## src/rtl/fir_pkg.sv

```systemverilog
// fir_pkg: FSM state encoding, default widths and output saturation limits
// shared by fir_core and fir_mac.
package fir_pkg;

  localparam int FIR_DATA_W = 16;
  localparam int FIR_COEF_W = 16;
  localparam int FIR_OUT_W  = 16;
  localparam int FIR_ADDR_W = 13;
  localparam int FIR_TAPS   = 16;
  localparam int FIR_FRAC   = 15;
  localparam int FIR_ACC_W  = 40;

  typedef enum logic [2:0] {
    ST_IDLE  = 3'd0,
    ST_ISSUE = 3'd1,
    ST_DRAIN = 3'd2,
    ST_WRITE = 3'd3,
    ST_DONE  = 3'd4
  } fir_state_e;

  // Largest and smallest two's-complement values representable in out_w bits.
  function automatic longint sat_hi(input int out_w);
    return (64'sd1 <<< (out_w - 1)) - 64'sd1;
  endfunction

  function automatic longint sat_lo(input int out_w);
    return -(64'sd1 <<< (out_w - 1));
  endfunction

endpackage

```

## src/rtl/fir_mac.sv

```systemverilog
// fir_mac: signed multiply-accumulate; clr wins over en, result is registered
// so acc reflects the operands of the previous cycle.
module fir_mac
  import fir_pkg::*;
#(
  parameter int DATA_W = FIR_DATA_W,
  parameter int COEF_W = FIR_COEF_W,
  parameter int ACC_W  = FIR_ACC_W
) (
  input  logic                     a_clk,
  input  logic                     a_rst,
  input  logic                     clr,
  input  logic                     en,
  input  logic signed [DATA_W-1:0] sample,
  input  logic signed [COEF_W-1:0] coef,
  output logic signed [ACC_W-1:0]  acc
);

  localparam int P_W = DATA_W + COEF_W;

  logic signed [P_W-1:0]   prod_s;
  logic signed [ACC_W-1:0] acc_nxt_s;
  logic signed [ACC_W-1:0] acc_r;

  // Full-precision product, then the next accumulator value.
  always_comb begin
    prod_s = P_W'(sample) * P_W'(coef);
    if (clr) begin
      acc_nxt_s = '0;
    end else if (en) begin
      acc_nxt_s = acc_r + ACC_W'(prod_s);
    end else begin
      acc_nxt_s = acc_r;
    end
  end

  // Accumulator register.
  always_ff @(posedge a_clk or posedge a_rst) begin
    if (a_rst) begin
      acc_r <= '0;
    end else begin
      acc_r <= acc_nxt_s;
    end
  end

  assign acc = acc_r;

endmodule

```

## src/rtl/fir_core.sv

```systemverilog
// fir_core: reads samples from the input RAM, runs a TAPS-long direct-form FIR
// and writes each result to the same index of the output RAM.
// Define FIR_SATURATE_EN to clip results to the OUT_W range instead of wrapping.
module fir_core
  import fir_pkg::*;
#(
  parameter int DATA_W = FIR_DATA_W,
  parameter int COEF_W = FIR_COEF_W,
  parameter int OUT_W  = FIR_OUT_W,
  parameter int ADDR_W = FIR_ADDR_W,
  parameter int TAPS   = FIR_TAPS,
  parameter int FRAC   = FIR_FRAC,
  parameter int ACC_W  = FIR_ACC_W
) (
  input  logic                     a_clk,
  input  logic                     a_rst,
  input  logic                     start,
  input  logic [ADDR_W:0]          num_samples,
  output logic                     busy,
  output logic                     done,
  input  logic                     coef_wr,
  input  logic [$clog2(TAPS)-1:0]  coef_addr,
  input  logic [COEF_W-1:0]        coef_data,
  output logic [ADDR_W-1:0]        f_address_in,
  input  logic [DATA_W-1:0]        f_data_in,
  output logic                     f_wr,
  output logic [ADDR_W-1:0]        f_address_out,
  output logic [OUT_W-1:0]         f_data_out
);

  localparam int KW    = $clog2(TAPS);
  localparam int CNT_W = ADDR_W + 1;
  localparam logic [KW-1:0]    K_LAST  = KW'(TAPS - 1);
  localparam logic [KW-1:0]    K_ONE   = {{(KW-1){1'b0}}, 1'b1};
  localparam logic [ADDR_W-1:0] N_ONE  = {{(ADDR_W-1){1'b0}}, 1'b1};
  localparam logic [CNT_W-1:0] CNT_ONE = {{ADDR_W{1'b0}}, 1'b1};
  localparam logic [CNT_W-1:0] CNT_MAX = {1'b1, {ADDR_W{1'b0}}};

  fir_state_e               state_r, state_nxt_s;
  logic [ADDR_W-1:0]        n_r, n_nxt_s;
  logic [KW-1:0]            k_r, k_nxt_s, k_d_r;
  logic [CNT_W-1:0]         cnt_r, cnt_nxt_s;
  logic                     mac_clr_s, tap_ok_s, tap_vld_r, tap_vld_d_r;
  logic                     busy_r, done_r, f_wr_r;
  logic [ADDR_W-1:0]        f_address_in_r, f_address_out_r;
  logic signed [COEF_W-1:0] coef_r [TAPS];
  logic signed [ACC_W-1:0]  acc_s, shifted_s;
  logic [OUT_W-1:0]         result_s;

  // Next-state, counter and accumulator-clear decode.
  always_comb begin
    state_nxt_s = state_r;
    n_nxt_s     = n_r;
    k_nxt_s     = k_r;
    cnt_nxt_s   = cnt_r;
    mac_clr_s   = 1'b0;
    case (state_r)
      ST_IDLE: begin
        if (start) begin
          cnt_nxt_s = (num_samples > CNT_MAX) ? CNT_MAX : num_samples;
          n_nxt_s   = '0;
          k_nxt_s   = '0;
          if (num_samples == '0) begin
            state_nxt_s = ST_DONE;
          end else begin
            state_nxt_s = ST_ISSUE;
            mac_clr_s   = 1'b1;
          end
        end else begin
          state_nxt_s = ST_IDLE;
        end
      end
      ST_ISSUE: begin
        if (k_r == K_LAST) begin
          state_nxt_s = ST_DRAIN;
        end else begin
          k_nxt_s = k_r + K_ONE;
        end
      end
      ST_DRAIN: state_nxt_s = ST_WRITE;
      ST_WRITE: begin
        if (({1'b0, n_r} + CNT_ONE) < cnt_r) begin
          n_nxt_s     = n_r + N_ONE;
          k_nxt_s     = '0;
          mac_clr_s   = 1'b1;
          state_nxt_s = ST_ISSUE;
        end else begin
          state_nxt_s = ST_DONE;
        end
      end
      ST_DONE: state_nxt_s = ST_IDLE;
      default: state_nxt_s = ST_IDLE;
    endcase
  end

  // Taps reaching back before sample 0 contribute zero and skip the RAM read.
  assign tap_ok_s = ({{(ADDR_W-KW){1'b0}}, k_nxt_s} <= n_nxt_s);

  // FSM, counters, read pipeline and registered outputs.
  always_ff @(posedge a_clk or posedge a_rst) begin
    if (a_rst) begin
      state_r         <= ST_IDLE;
      n_r             <= '0;
      k_r             <= '0;
      k_d_r           <= '0;
      cnt_r           <= '0;
      tap_vld_r       <= 1'b0;
      tap_vld_d_r     <= 1'b0;
      busy_r          <= 1'b0;
      done_r          <= 1'b0;
      f_wr_r          <= 1'b0;
      f_address_in_r  <= '0;
      f_address_out_r <= '0;
    end else begin
      state_r     <= state_nxt_s;
      n_r         <= n_nxt_s;
      k_r         <= k_nxt_s;
      cnt_r       <= cnt_nxt_s;
      k_d_r       <= k_r;
      tap_vld_r   <= (state_nxt_s == ST_ISSUE) && tap_ok_s;
      tap_vld_d_r <= tap_vld_r;
      busy_r      <= (state_nxt_s == ST_ISSUE) || (state_nxt_s == ST_DRAIN) ||
                     (state_nxt_s == ST_WRITE);
      done_r      <= (state_nxt_s == ST_DONE);
      f_wr_r      <= (state_nxt_s == ST_WRITE);
      if ((state_nxt_s == ST_ISSUE) && tap_ok_s) begin
        f_address_in_r <= n_nxt_s - {{(ADDR_W-KW){1'b0}}, k_nxt_s};
      end
      if (state_nxt_s == ST_WRITE) begin
        f_address_out_r <= n_nxt_s;
      end
    end
  end

  // Coefficient bank, writable only while idle.
  always_ff @(posedge a_clk or posedge a_rst) begin
    if (a_rst) begin
      for (int i = 0; i < TAPS; i++) coef_r[i] <= '0;
    end else if (coef_wr && (state_r == ST_IDLE)) begin
      coef_r[coef_addr] <= coef_data;
    end
  end

  fir_mac #(
    .DATA_W (DATA_W),
    .COEF_W (COEF_W),
    .ACC_W  (ACC_W)
  ) u_mac (
    .a_clk  (a_clk),
    .a_rst  (a_rst),
    .clr    (mac_clr_s),
    .en     (tap_vld_d_r),
    .sample (f_data_in),
    .coef   (coef_r[k_d_r]),
    .acc    (acc_s)
  );

`ifdef FIR_SATURATE_EN
  localparam logic signed [ACC_W-1:0] SAT_HI = ACC_W'(sat_hi(OUT_W));
  localparam logic signed [ACC_W-1:0] SAT_LO = ACC_W'(sat_lo(OUT_W));

  // Scale the accumulator and clip into the output range.
  always_comb begin
    shifted_s = acc_s >>> FRAC;
    if (shifted_s > SAT_HI) begin
      result_s = SAT_HI[OUT_W-1:0];
    end else if (shifted_s < SAT_LO) begin
      result_s = SAT_LO[OUT_W-1:0];
    end else begin
      result_s = shifted_s[OUT_W-1:0];
    end
  end
`else
  logic acc_hi_unused_s;

  // Scale the accumulator and keep the low OUT_W bits.
  always_comb begin
    shifted_s = acc_s >>> FRAC;
    result_s  = shifted_s[OUT_W-1:0];
  end

  assign acc_hi_unused_s = ^shifted_s[ACC_W-1:OUT_W];
`endif

  // The accumulator is final and stable for the whole WRITE cycle.
  assign f_data_out    = result_s;
  assign busy          = busy_r;
  assign done          = done_r;
  assign f_wr          = f_wr_r;
  assign f_address_in  = f_address_in_r;
  assign f_address_out = f_address_out_r;

endmodule

```

## config.mk

```make
export PLATFORM = sky130hd
export DESIGN_NAME = fir_core
export DESIGN_NICKNAME = d
export VERILOG_FILES = /design/src/rtl/fir_pkg.sv /design/src/rtl/fir_mac.sv /design/src/rtl/fir_core.sv
export SDC_FILE = /design/constraint.sdc
export NUM_CORES = 1
export LEC_CHECK = 0
export ABC_AREA = 1
export CAP_MARGIN = 20
export CORE_MARGIN = 1.5
export CORE_UTILIZATION = 55
export DETAILED_ROUTE_END_ITERATION = 8
export GPL_TIMING_DRIVEN = 1
export PLACE_DENSITY = 0.74
export SLEW_MARGIN = 0
export SYNTH_ARGS = -nofsm -noshare
export SYNTH_HDL_FRONTEND = slang
export SYNTH_HIERARCHICAL = 1
export SYNTH_SLANG_ARGS = --single-unit
```

## constraint.sdc

```tcl
create_clock -name a_clk -period 28.1 [get_ports a_clk]
set_clock_uncertainty 0.15 [all_clocks]
set_input_delay 5.62 -clock a_clk [delete_from_list [all_inputs] [get_ports a_clk]]
set_output_delay 5.62 -clock a_clk [all_outputs]
set_load 0.01 [all_outputs]
```

---- Yosys cells after proc, flatten, opt, wreduce, memory -nomap -nowiden ----
Cells that the tools add are included.
word-level totals
  register bits after elaboration ......... 365
  bits of input ports ..................... 54
  output and inout bits ................... 45
  logic and storage cells ................. 85
operators by class
  add/subtract/negate cells ............... 5
  $mul .................................... 1
  $lt $le $gt $ge ......................... 6
  equal/unequal tests ..................... 8
  muxes and demuxes ....................... 25
  bitwise logic cells ..................... 2
  reductions and logical operators ........ 9
operators by type and width
  cell                   count
  $bwmux 256             1
  $mux 40                2
  $bmux 16 s4            1
  $demux 16 s4           1
  $mux 16                3
  $add 40x32->40         1
  $mul 16x16->32         1
  $mux 13                2
  $pmux 13 s2            1
  $add 13x1->14 const B  1
  $gt 14x14->1 const B   1
  $logic_not 14->1       1
  $lt 14x14->1           1
  $mux 14                1
  $add 13x1->13 const B  1
  $le 4x13->1            1
  $sub 13x4->13          1
  $eq 3x2->1 const B     4
  $mux 3                 4
  $mux 4                 3
  $pmux 3 s4             1
  $pmux 4 s3             1
  $ge 5x5->1 const B     2
  $not 4->5              2
  12 further kinds       18

---- Depth between registers and ports, before layout ----
  depth after elaboration ................. 8
  gate-level depth with buffers ........... 36
  mapped depth without buffers ............ 34

---- Modules after synthesis ----
The synthesis kept the hierarchy.
by module, submodules not included
  module    times used  cells an instance  area an instance (µm²)  sequential area each (µm²)
  fir_core  1           1856               15618.7                 8132.8
  fir_mac   1           1992               15182.1                 1001.0

---- Worst setup path before layout ----
OpenSTA, ideal clock, no wires.
  path type ............................... in2reg
  from .................................... in f_data_in[15]
  to ...................................... reg u_mac.acc_r[38] (netlist: u_mac/acc[38])
  setup time .............................. 0.118 ns
  data arrival time ....................... 10.883 ns
  required time ........................... 27.832 ns
  slack ................................... 16.949 ns
  stages on the path ...................... 23
  path buffers ............................ 1
  cells stage by stage .................... clkbuf_1 -> nand2_1 -> inv_1 -> fa_1 -> fa_1 -> inv_1 -> fa_1 -> fa_1 -> inv_1 -> fa_1 -> inv_1 -> fa_1 -> inv_1 -> ha_1 -> nand2_1 -> nor2_1 -> nand2_1 -> nor2_1 -> nand4_1 -> nand3_1 -> nand2_1 -> nand3_1 -> nand2_1
between the ends
  longest elaborated chain between the ends .. 4
ends and longest elaborated chain
  what                    RTL line        text
  start: declaration      fir_core.sv:25  input logic [DATA_W-1:0] f_data_in,
  $mul 16x16->32          fir_mac.sv:27   prod_s = P_W'(sample) * P_W'(coef);
  $add 40x32->40          fir_mac.sv:31   acc_nxt_s = acc_r + ACC_W'(prod_s);
  $mux 40                 fir_mac.sv:30   end else if (en) begin
  $mux 40                 fir_mac.sv:28   if (clr) begin
  end signal: assignment  fir_mac.sv:42   acc_r <= acc_nxt_s;
  end: declaration        fir_mac.sv:23   logic signed [ACC_W-1:0] acc_r;
Every way passes these cells. The select of a mux whose other input is x is not followed.
A chain may end at the register's enable or synchronous reset.

---- Final worst setup path ----
  from .................................... in f_data_in[15]
  to ...................................... reg u_mac.acc_r[30] (netlist: u_mac/acc[30])
Same word-level chain as after synthesis.

==> results.toml <==
[detailed_routing]
top_layer_used = "met4"
wl_met3_mm = 4.441
dr.first_iter.drc_count = 1495
first_pass_iters = 7
drc = 0
wl_met2_mm = 32.48
vias_per_cell = 5.213
vias = 21901
wl_per_cell_um = 16.35
drt_wl_total_mm = 68.68
wl_met1_mm = 30.18
drtAntennaViolNets = 0

[clocking]
cts-resized-gates = 0
path_clk_slew_ns = 0.06
root_buffer = "clkbuf_16"
clock_latency_ns = 0.57
clockBufferDepth = 3
cts_tree = "done"
cts_made_buffers = 41
hold_buffers = 0
post-cts-setup-buffers = 0
cts.sinks = 356
cts_htree_levels = 2

[sta]
hold_viol = 0
timing.final.crit_share_pct = 40.50
tightest_slew_ns = 1.024
setup_viol = 0
tns_ns = 0
min_period_ns = 11.38
grt_setup_unrepaired = "no"
slew_headroom_pct = 31.73
drv_slew = 0
fmax_mhz = 87.86

[setup_path]
timing.rr.start = "k_d_r[0]"
setup.worst_path.end_class = "register"
cpLargestDelayFamily = "adder cells"
critPathCapture = "u_mac/acc[30]"
critPathMaxStageDelay_ns = 0.76
cp_max_fo = 16
crit_start = "f_data_in[15]"
r2r_slack_ns = 18.94
cp.required_ns = 28.40
slowest_stage = "fa_1"
r2r-end = "u_mac/acc[30]"
reg2reg_depth = 29
worstPathArrival_ns = 11.68
cp_cell_sequence = "clkdlybuf4s50_1 > nand2_1 > inv_1 > fa_1 > fa_1 > inv_1 > fa_1 > fa_1 > inv_1 > fa_1 > inv_1 > fa_1 > inv_1 > ha_1 > nand2_1 > nor2_1 > nand2_1 > nor3_1 > nand2_1 > nand2_1 > nand2_1 > nand3_1 > nand2_1"
crit_top_cell = "nand2_1"
start_kind = "input port"
worstSetupPathDepth = 23
worst-path-buf-inv = 6
worst-setup-path-type = "in -> reg"

[floorplanning]
rows = 83
num_io_pins = 99
chipWidth_um = 230.1
initial_core_util_pct = 55.42
die_area_sq_um = 52960
core_sq_um = 51200
die_y_um = 230.1

[cells_and_area]
layout.nets = 3955
layout-drive-gt1-share_pct = 6.419
fin_cells = 4201
design_area_sq_um = 31210
num_antenna_cells = 0
final_util_pct = 60.97
area_growth_syn_to_layout_pct = 10.01

[placed_design]
placed_area_sq_um = 29860
place_congestion = 0.9094
dp_hpwl_mm = 49.76
dp_cells = 4128
portBuffers = 98

[synthesis]
synth_cells = 3490
syn-num-nets = 3954
avgSynthCellArea_sq_um = 8.130
syn_area_sq_um = 28370
yosys_warnings = 6

[grt]
grt_start_max_net_pins = 115
track_usage_pct = 27.26
grt_pass1_wl_mm = 115.3
grt_pass1_vias = 22322
grt_overflow = 0
antenna_found_initial = 0

[outcome]
run_status = "finished clean"

[hold_path]
hp-start = "tap_vld_r"
hold_class = "reg -> reg"

[job]
drv_cap = 0
## sequential cells by signal, indices dropped and copies added, names as in the netlist, 4 cells and up
name	cells
k_r	4
u_mac/acc	31
f_address_in	13
f_address_out	13
coef_r	256
n_r	13
k_d_r	4
cnt_r	14
## cell type report
class	instances	area (sq um)
clock buffers	53	1131
well taps	680	850.8
repair buffers	132	1236
fillers	4446	19980
multi-input cells	2214	16050
clock inverters	20	225.2
flip-flops and latches	356	8914
inverters	746	2808
## per-layer routing
metal | vias to the layer above | GRT usage [%]
met2 | 603 | 45.16
met3 | 115 | 4.477
met1 | 10539 | 37.20
li1 | 10644 | -
met5 | - | 0
met4 | 0 | 7.516
## worst min path at each step
stage                   to  cells after the start
2_1_floorplan  tap_vld_d_r                      0
3_3_place_gp   tap_vld_d_r                      0
3_5_place_dp   tap_vld_d_r                      0
4_1_cts        tap_vld_d_r                      0
5_1_grt        tap_vld_d_r                      0
6_report       tap_vld_d_r                      0
## stage by stage
step	setup slack (ns)	hold WS [ns]
after floorplan	13.33	0.1812
after global placement	16.22	0.1828
after detailed placement	16.19	0.1862
after CTS	16.76	0.1983
after global routing	16.30	0.2038
final	16.72	0.1981
## cells in the final DEF, fill, tap and decap left out, drive strengths merged, types with 2 or more instances in the layout
master and instances:
nand2 808, inv 728, dfrtp 356, o21ai 308, fa 293, nor2 225, a21oi 214, ha 117
clkdlybuf4s50 98, nand3 78, clkbuf 53, o211ai 46, buf 34, clkinv 31, mux2i 30, o221ai 16
xor2 12, nor3 9, o21bai 8, nor4 8, nand4 7, nand3b 7, xnor2 6, a22o 5
clkinvlp 4, o31ai 4, or2 3, bufinv 3, a22oi 2, o22ai 2, nand2b 2
Power is left out: the tool's default activity adds up to more than one toggle a clock period on the data nets, which glitch-free logic cannot reach.
